<file path="src/rtl/dm_ctrl_pkg.sv">
// Shared parameters, state encoding and address legality helper for the data-memory controller.
package dm_ctrl_pkg;

  localparam int unsigned DM_DEPTH_WORDS  = 32'h3000;
  localparam int unsigned DM_STARVE_LIMIT = 4;

  typedef enum logic {
    ST_CLEAR = 1'b0,
    ST_RUN   = 1'b1
  } state_t;

  // Word-aligned and inside the memory.
  function automatic logic addr_legal(input logic [31:0] addr, input logic [31:0] depth);
    return (addr[1:0] == 2'b00) && ({2'b00, addr[31:2]} < depth);
  endfunction

endpackage

</file>
<file path="src/rtl/dm_ctrl_arb.sv">
// CPU/debug arbiter: CPU priority, debug force-granted after STARVE_LIMIT denied cycles.
// Grants are combinational in the request cycle; a denied requester holds until granted.
module dm_ctrl_arb #(
  parameter int unsigned STARVE_LIMIT = 4
) (
  input  logic clk,
  input  logic reset,
  input  logic run,
  input  logic clr,
  input  logic cpu_req,
  input  logic dbg_req,
  output logic cpu_gnt,
  output logic dbg_gnt
);

  localparam int W = (STARVE_LIMIT > 0) ? $clog2(STARVE_LIMIT + 1) : 1;
  localparam logic [W-1:0] LIMIT = W'(STARVE_LIMIT);

  logic [W-1:0] wait_cnt;
  logic         force_dbg;

  assign force_dbg = dbg_req && (wait_cnt == LIMIT);
  assign cpu_gnt   = run && cpu_req && !force_dbg;
  assign dbg_gnt   = run && dbg_req && (!cpu_req || force_dbg);

  // Counter only advances on RUN edges; leaving RUN for CLEAR restarts it.
  always_ff @(posedge clk) begin
    if (reset || !run || clr) begin
      wait_cnt <= '0;
    end else if (dbg_req && !dbg_gnt) begin
      if (wait_cnt != LIMIT) wait_cnt <= wait_cnt + 1'b1;
    end else begin
      wait_cnt <= '0;
    end
  end

endmodule

</file>
<file path="src/rtl/dm_ctrl.sv">
// Data-memory controller: zeroes the memory after reset/clr_req, then arbitrates CPU and debug ports.
// Zero-latency reads, single-cycle writes; busy while clearing, denied requesters hold until granted.
module dm_ctrl
  import dm_ctrl_pkg::*;
#(
  parameter int unsigned DEPTH_WORDS  = DM_DEPTH_WORDS,
  parameter int unsigned STARVE_LIMIT = DM_STARVE_LIMIT
) (
  input  logic        clk,
  input  logic        reset,
  input  logic        clr_req,
  input  logic        cpu_req,
  input  logic        cpu_we,
  input  logic [31:0] cpu_addr,
  input  logic [31:0] cpu_wdata,
  output logic        cpu_gnt,
  output logic        cpu_err,
  output logic [31:0] cpu_rdata,
  input  logic        dbg_req,
  input  logic        dbg_we,
  input  logic [31:0] dbg_addr,
  input  logic [31:0] dbg_wdata,
  output logic        dbg_gnt,
  output logic        dbg_err,
  output logic [31:0] dbg_rdata,
  output logic        dm_we,
  output logic [31:0] dm_addr,
  output logic [31:0] dm_wdata,
  input  logic [31:0] dm_rdata,
  output logic        busy
);

  localparam int CNT_W = (DEPTH_WORDS > 1) ? $clog2(DEPTH_WORDS) : 1;
  localparam logic [CNT_W-1:0] LAST_WORD = CNT_W'(DEPTH_WORDS - 1);

  state_t           state, state_nxt;
  logic [CNT_W-1:0] clr_cnt, clr_cnt_nxt;
  logic             run_en;
  logic             cpu_legal, dbg_legal;

  always_ff @(posedge clk) begin
    if (reset) begin
      state   <= ST_CLEAR;
      clr_cnt <= '0;
    end else begin
      state   <= state_nxt;
      clr_cnt <= clr_cnt_nxt;
    end
  end

  always_comb begin
    state_nxt   = state;
    clr_cnt_nxt = clr_cnt;
    case (state)
      ST_CLEAR: begin
        if (clr_cnt == LAST_WORD) begin
          state_nxt   = ST_RUN;
          clr_cnt_nxt = '0;
        end else begin
          clr_cnt_nxt = clr_cnt + 1'b1;
        end
      end
      ST_RUN: begin
        if (clr_req) begin
          state_nxt   = ST_CLEAR;
          clr_cnt_nxt = '0;
        end
      end
      default: begin
        state_nxt   = ST_CLEAR;
        clr_cnt_nxt = '0;
      end
    endcase
  end

  // Reset gates grants so an access presented alongside reset never writes.
  assign run_en = (state == ST_RUN) && !reset;
  assign busy   = (state == ST_CLEAR);

  dm_ctrl_arb #(
    .STARVE_LIMIT(STARVE_LIMIT)
  ) u_arb (
    .clk     (clk),
    .reset   (reset),
    .run     (run_en),
    .clr     (clr_req),
    .cpu_req (cpu_req),
    .dbg_req (dbg_req),
    .cpu_gnt (cpu_gnt),
    .dbg_gnt (dbg_gnt)
  );

  assign cpu_legal = addr_legal(cpu_addr, 32'(DEPTH_WORDS));
  assign dbg_legal = addr_legal(dbg_addr, 32'(DEPTH_WORDS));

  always_comb begin
    dm_we     = 1'b0;
    dm_addr   = '0;
    dm_wdata  = '0;
    cpu_rdata = '0;
    cpu_err   = 1'b0;
    dbg_rdata = '0;
    dbg_err   = 1'b0;
    if (state == ST_CLEAR) begin
      dm_we   = 1'b1;
      dm_addr = 32'(clr_cnt) << 2;
    end else if (cpu_gnt) begin
      dm_addr   = cpu_addr;
      dm_wdata  = cpu_wdata;
      dm_we     = cpu_we && cpu_legal;
      cpu_err   = !cpu_legal;
      cpu_rdata = cpu_legal ? dm_rdata : 32'h0;
    end else if (dbg_gnt) begin
      dm_addr   = dbg_addr;
      dm_wdata  = dbg_wdata;
      dm_we     = dbg_we && dbg_legal;
      dbg_err   = !dbg_legal;
      dbg_rdata = dbg_legal ? dm_rdata : 32'h0;
    end
  end

endmodule

</file>
<file path="config.mk">
export PLATFORM = sky130hd
export DESIGN_NAME = dm_ctrl
export DESIGN_NICKNAME = d
export VERILOG_FILES = /design/src/rtl/dm_ctrl_pkg.sv /design/src/rtl/dm_ctrl_arb.sv /design/src/rtl/dm_ctrl.sv
export SDC_FILE = /design/constraint.sdc
export NUM_CORES = 1
export LEC_CHECK = 0
export CAP_MARGIN = 30
export CORE_AREA = 2 2 118 120
export DETAILED_ROUTE_END_ITERATION = 10
export DIE_AREA = 0 0 120 122
export PLACE_DENSITY = 0.64
export SLEW_MARGIN = 20
export SYNTH_ARGS = -nofsm -noshare
export SYNTH_HDL_FRONTEND = slang
export SYNTH_HIERARCHICAL = 1
export SYNTH_SLANG_ARGS = --single-unit
</file>
<file path="constraint.sdc">
create_clock -name clk -period 2.6 [get_ports clk]
set_input_delay 0.26 -clock clk [delete_from_list [all_inputs] [get_ports clk]]
set_output_delay 0.26 -clock clk [all_outputs]
set_load 0.01 [all_outputs]
</file>
## Word-level counts from Yosys, hierarchy flattened

Cells that the tools add are included.

| operators by class | value |
|---|---|
| $add $sub $neg | 2 |
| magnitude comparators | 2 |
| eq/ne operators | 4 |
| mux-type cells | 27 |
| bitwise logic cells | 2 |
| reductions and logical operators | 24 |

Operator list:

| operator | number |
|---|---|
| 2-to-1 mux 32 bit | 13 |
| < comparator 30 x 14 -> 1 bit (second input constant) | 2 |
| 2-to-1 mux 14 bit | 2 |
| case mux 14 bit (2 select lines) | 1 |
| adder 14 x 1 -> 14 bit (second input constant) | 1 |
| equality test 14 bit (second input constant) | 1 |
| logical AND 1 bit | 11 |
| 2-to-1 mux 1 bit | 10 |
| zero test 1 bit | 7 |
| zero test 2 bit | 2 |
| adder 3 x 1 -> 3 bit (second input constant) | 1 |
| equality test 3 bit (second input constant) | 1 |
| logical OR 1 bit | 3 |
| inequality test 3 bit (second input constant) | 1 |
| inequality test 2 bit (second input constant) | 1 |
| NOT 1 bit | 2 |
| case mux 1 bit (2 select lines) | 1 |
| OR reduction 2 bit | 1 |

| storage, ports and cells | value |
|---|---|
| bits in registers | 18 |
| input port bits | 167 |
| output and inout port bits | 134 |
| word-level logic and storage cells | 64 |

## Logic depth before layout (Yosys ltp)

| depth | value |
|---|---|
| depth after elaboration | 8 |
| gate-level depth with buffers | 12 |
| mapped depth without buffers | 8 |

## Cells and area by module

The synthesis kept the hierarchy.

Modules (own cells, without submodules):

| module | times used | cells an instance | area each (um^2) | sequential area each (um^2) |
|---|---|---|---|---|
| dm_ctrl | 1 | 307 | 2,197.1 | 300.3 |
| dm_ctrl_arb | 1 | 19 | 176.4 | 60.1 |

## Least setup slack after synthesis

No wires, ideal clock.

| path | value |
|---|---|
| path type | register to output |
| from | reg u_arb.wait_cnt[0] |
| to | out cpu_rdata[10] |
| data arrival time | 2.186 ns |
| slack | 0.154 ns |
| stages on the path, launching flop included | 10 |
| buffers on the path | 2 |
| cells stage by stage | dfxtp_1 inv_1 ha_1 and2_1 a21oi_1 clkbuf_1 nand2_1 nor4_2 clkbuf_1 and2_1 |

| on the way | value |
|---|---|
| cells in the longest elaborated chain, start to end | 6 |

RTL lines:

| what | RTL line | RTL |
|---|---|---|
| start: declaration | dm_ctrl_arb.sv:19 | `logic [W-1:0] wait_cnt;` |
| start signal: assignment | dm_ctrl_arb.sv:31 | `if (wait_cnt != LIMIT) wait_cnt <= wait_cnt + 1'b1;` |
| equality test 3 bit | dm_ctrl_arb.sv:22 | `assign force_dbg = dbg_req && (wait_cnt == LIMIT);` |
| logical AND 1 bit | dm_ctrl_arb.sv:22 |  |
| zero test 1 bit | dm_ctrl_arb.sv:23 | `assign cpu_gnt = run && cpu_req && !force_dbg;` |
| logical AND 1 bit | dm_ctrl_arb.sv:23 |  |
| named net cpu_gnt | dm_ctrl.sv:16 | `output logic cpu_gnt,` |
| 2-to-1 mux 32 bit | dm_ctrl.sv:107 | `end else if (cpu_gnt) begin` |
| 2-to-1 mux 32 bit | dm_ctrl.sv:104 | `if (state == ST_CLEAR) begin` |
| end: declaration | dm_ctrl.sv:18 | `output logic [31:0] cpu_rdata,` |

The timed path passes the listed nets, and every way through them passes these cells.

## Worst setup path in the final report

| path | value |
|---|---|
| from | reg u_arb.wait_cnt[1] |
| to | out dm_wdata[10] |

| on the way | value |
|---|---|
| cells in the longest elaborated chain, start to end | 7 |
| elaborated cells on any way between the ends | 9 |

RTL lines:

| what | RTL line | RTL |
|---|---|---|
| equality test 3 bit * | dm_ctrl_arb.sv:22 |  |
| logical AND 1 bit * | dm_ctrl_arb.sv:22 |  |
| logical OR 1 bit | dm_ctrl_arb.sv:24 | `assign dbg_gnt = run && dbg_req && (!cpu_req \|\| force_dbg);` |
| logical AND 1 bit | dm_ctrl_arb.sv:24 |  |
| 2-to-1 mux 32 bit | dm_ctrl.sv:113 | `end else if (dbg_gnt) begin` |
| 2-to-1 mux 32 bit * | dm_ctrl.sv:107 |  |
| 2-to-1 mux 32 bit * | dm_ctrl.sv:104 |  |
| end: declaration | dm_ctrl.sv:28 | `output logic [31:0] dm_wdata,` |

Every way passes the cells marked *; elsewhere a longest branch is shown, timed or not.

==> reports/results.tsv <==
metric	value	unit
core	13500	um^2
hold_class	input pin to flop	
remaining_drc_errors	0	
final_hold_viol_count	0	
fin_ws	0.0558	ns
drive_gt1_share	23.7	%
grt_pass1_vias	3702	
async_flop_share	0	%
combinationalPowerShare	35.0	%
synth-edff-count	0	
area_growth	149	%
hold_buffers	0	
path_max_fanout	15	
worstPathCellList	inv_2 > ha_4 > and2_4 > o211a_4 > nor2b_4 > and2_1 > buf_12 > buf_12 > a22o_1 > dlygate4sd2_1	
synth_fp_nets	496	
cts-buffers-inserted	3	
place_congestion	0.808	
crit_slowest_cell	dfxtp_2	
preCtsSetupSlack	-0.379	ns
track_usage	19.1	%
cts_root_buffer	clkbuf_16	
grtUsageMet3	4.73	%
setup_viol	0	
synth_area_per_cell	7.28	um^2
worstSkewPairLatency	0.25	ns
endpoint_kind	primary output	
vias_per_cell	4.66	
initial_utilization	17.6	%
tns	0	ns
fmax	393	MHz
grt_first_pass_wirelength	21.8	mm
synth_fa_ha_area_share	1.58	%
diodes	0	
synth_xor_area_share	1.11	%
synth_common_cells	and2_1 (67), a22o_1 (52), nor2_1 (36)	
ctsHtreeMaxLevel	1	
max_cap_violations	0	
cp.depth	10	
clock_path_buffers	2	
firstDrtPassIters	4	
worstSetupPathType	flop to primary output	
ys_warn_count	6	
switching_share	21.5	%
overflow	0	
final_nets	821	
wl_per_cell	18.7	um
vias	3871	
min_from	reset	
dp_cells	809	
finalNonFillerCells	830	
timing.rr.end	state	
synth_compound_gate_area_share	33.9	%
grt_max_degree	33	
p_per_area	164	nW/um^2
synth_top_area_share	19.2	%
status	finished, final reports clean	
cellLeakagePower	2.80	nW
min_period	2.54	ns
die_area	14600	um^2
power.share.clock	35.5	%
yosysMostFrequentCell	and2_1	
placement_rows	43	
drv_slew	0	
cp.arrival	2.28	ns
max-vdd-ir-drop	252	uV
syn_inst	326	
die_w	120	um
ys.flop_type	dfxtp_1	
path_delay_family	buffers and inverters	
port_buffers	300	
whs_path_depth	3	
dieHeight	122	um
clock-sinks	18	
reg2reg_setup_slack	0.72	ns
drt_wl_total	15.5	mm
period_share	97.9	%
crit_required	2.34	ns
ant_nets	0	
syn_area	2370	um^2
tightest_slew	0.443	ns
ys_seq_elements	18	
synth-simple-area-share	40.5	%
cp_slowest_stage_delay	0.33	ns
fin_skew	0.00541	ns
worstSetupStartpointType	flop	
fin_util	43.7	%
internal-power	0.759	mW
synthMuxAreaShare	0	%
synth.distinct_cells	51	
synth_top_family_by_area	simple AND/OR/NAND/NOR gates	
seqPwrFrac	29.5	%
synthTopCellsByArea	a22o_1 (19%), and2_1 (18%), dfxtp_1 (15%)	
tritoncts	done	
yosysTopAreaCell	a22o_1	
crit_top_cell	buf_12	
worst-path-buf-inv	4	
hold_end	clr_cnt[1]	
gr-usage-met1	23.5	%
timing.rr.start	clr_cnt[0]	
reg2reg_depth	5	
grtUsageMet2	33.8	%
relSlewSlack	70.2	%
yosysSeqAreaShare	15.2	%
clk_pin_slew	0.06	ns
post-dp-hpwl	12.3	mm
antenna_found_initial	2	
holdWs	0.447	ns
drtIter0Drc	218	
grt_busiest_layer	met2	
io_pins	301	
switchingPower	0.208	mW
-- layout make-up --
cell class | instances | area, um^2
well taps | 180 | 225
repair buffers | 351 | 3230
multi-input cells | 272 | 1980
clock buffers | 4 | 88.8
inverters | 5 | 18.8
flip-flops and latches | 18 | 363
fillers | 1348 | 7600
-- worst max-delay path by stage --
stage / from / end / slack, ns
after floorplan: u_arb/wait_cnt[0] / cpu_rdata[10] / 0.15
after global placement: reset / cpu_rdata[14] / -0.35
after detailed placement: reset / dbg_rdata[30] / -0.38
after CTS: u_arb/wait_cnt[1] / dbg_rdata[30] / -0.003
after global routing: u_arb/wait_cnt[1] / dbg_rdata[0] / -0.03
final: u_arb/wait_cnt[1] / dm_wdata[10] / 0.06
-- kinds of logic after synthesis --
family / count (synthesis)
buffers and inverters: 36
adders and majority gates: 3
xor gates and xnor gates: 3
and+or+nand+nor: 167
AOI/OAI and AO/OA: 99
DFF: 18
-- worst min-delay path, cell delays in order --
cell and delay, ns:
dlymetal6s2s_1 0.14, buf_4 0.19, nor2_1 0.05
-- layout by cell type, fill, tap and decap left out, types with 4 or more instances in the layout --
cell	n
a21oi_1	9
a221oi_1	7
a221oi_2	7
a22o_1	52
a31oi_1	4
and2_1	65
and3_1	5
buf_12	9
buf_2	21
buf_4	29
buf_6	13
clkbuf_16	5
clkbuf_2	37
clkdlybuf4s50_1	167
dfxtp_1	16
dlygate4sd2_1	66
nand2_1	11
nand2b_1	5
nand3_1	6
nor2_1	35
nor3_1	4
nor4_1	6
nor4_2	5
o21ai_0	4
-- power by group through the flow --
stage          Sequential [mW]  Clock (mW)  Combinational [mW]
5_1_grt                  0.287       0.362               0.357
3_3_place_gp             0.291           0               0.330
3_5_place_dp             0.291           0               0.332
4_1_cts                  0.285       0.350               0.335
6_report                 0.285       0.343               0.339
2_1_floorplan            0.290           0              0.0309
-- metal layers --
layer / vias up / wire length, um
li1: 1871 / -
met1: 1824 / 6330
met2: 153 / 7830
met3: 19 / 1160
met4: 4 / 193
met5: - / 27
-- state kept, by name, indices dropped and copies added (netlist names) --
signal,cells
clr_cnt,14
u_arb/wait_cnt,3
state,1
-- stage by stage --
step | instance area, um^2 | total power [mW]
5_1_grt | 5900 | 1.01
6_report | 5900 | 0.967
4_1_cts | 6000 | 0.970
2_1_floorplan | 2370 | 0.321
3_3_place_gp | 5830 | 0.621
3_5_place_dp | 5830 | 0.624
-- repair_timing --
item                                    in CTS  in global routing
pin swaps                                   10                  5
gates resized for setup                    208                115
endpoints found under the setup margin     130                 90
cloned                                       2                  3
setup buffers                               10                  4
Power figures use the tool's default switching activity.
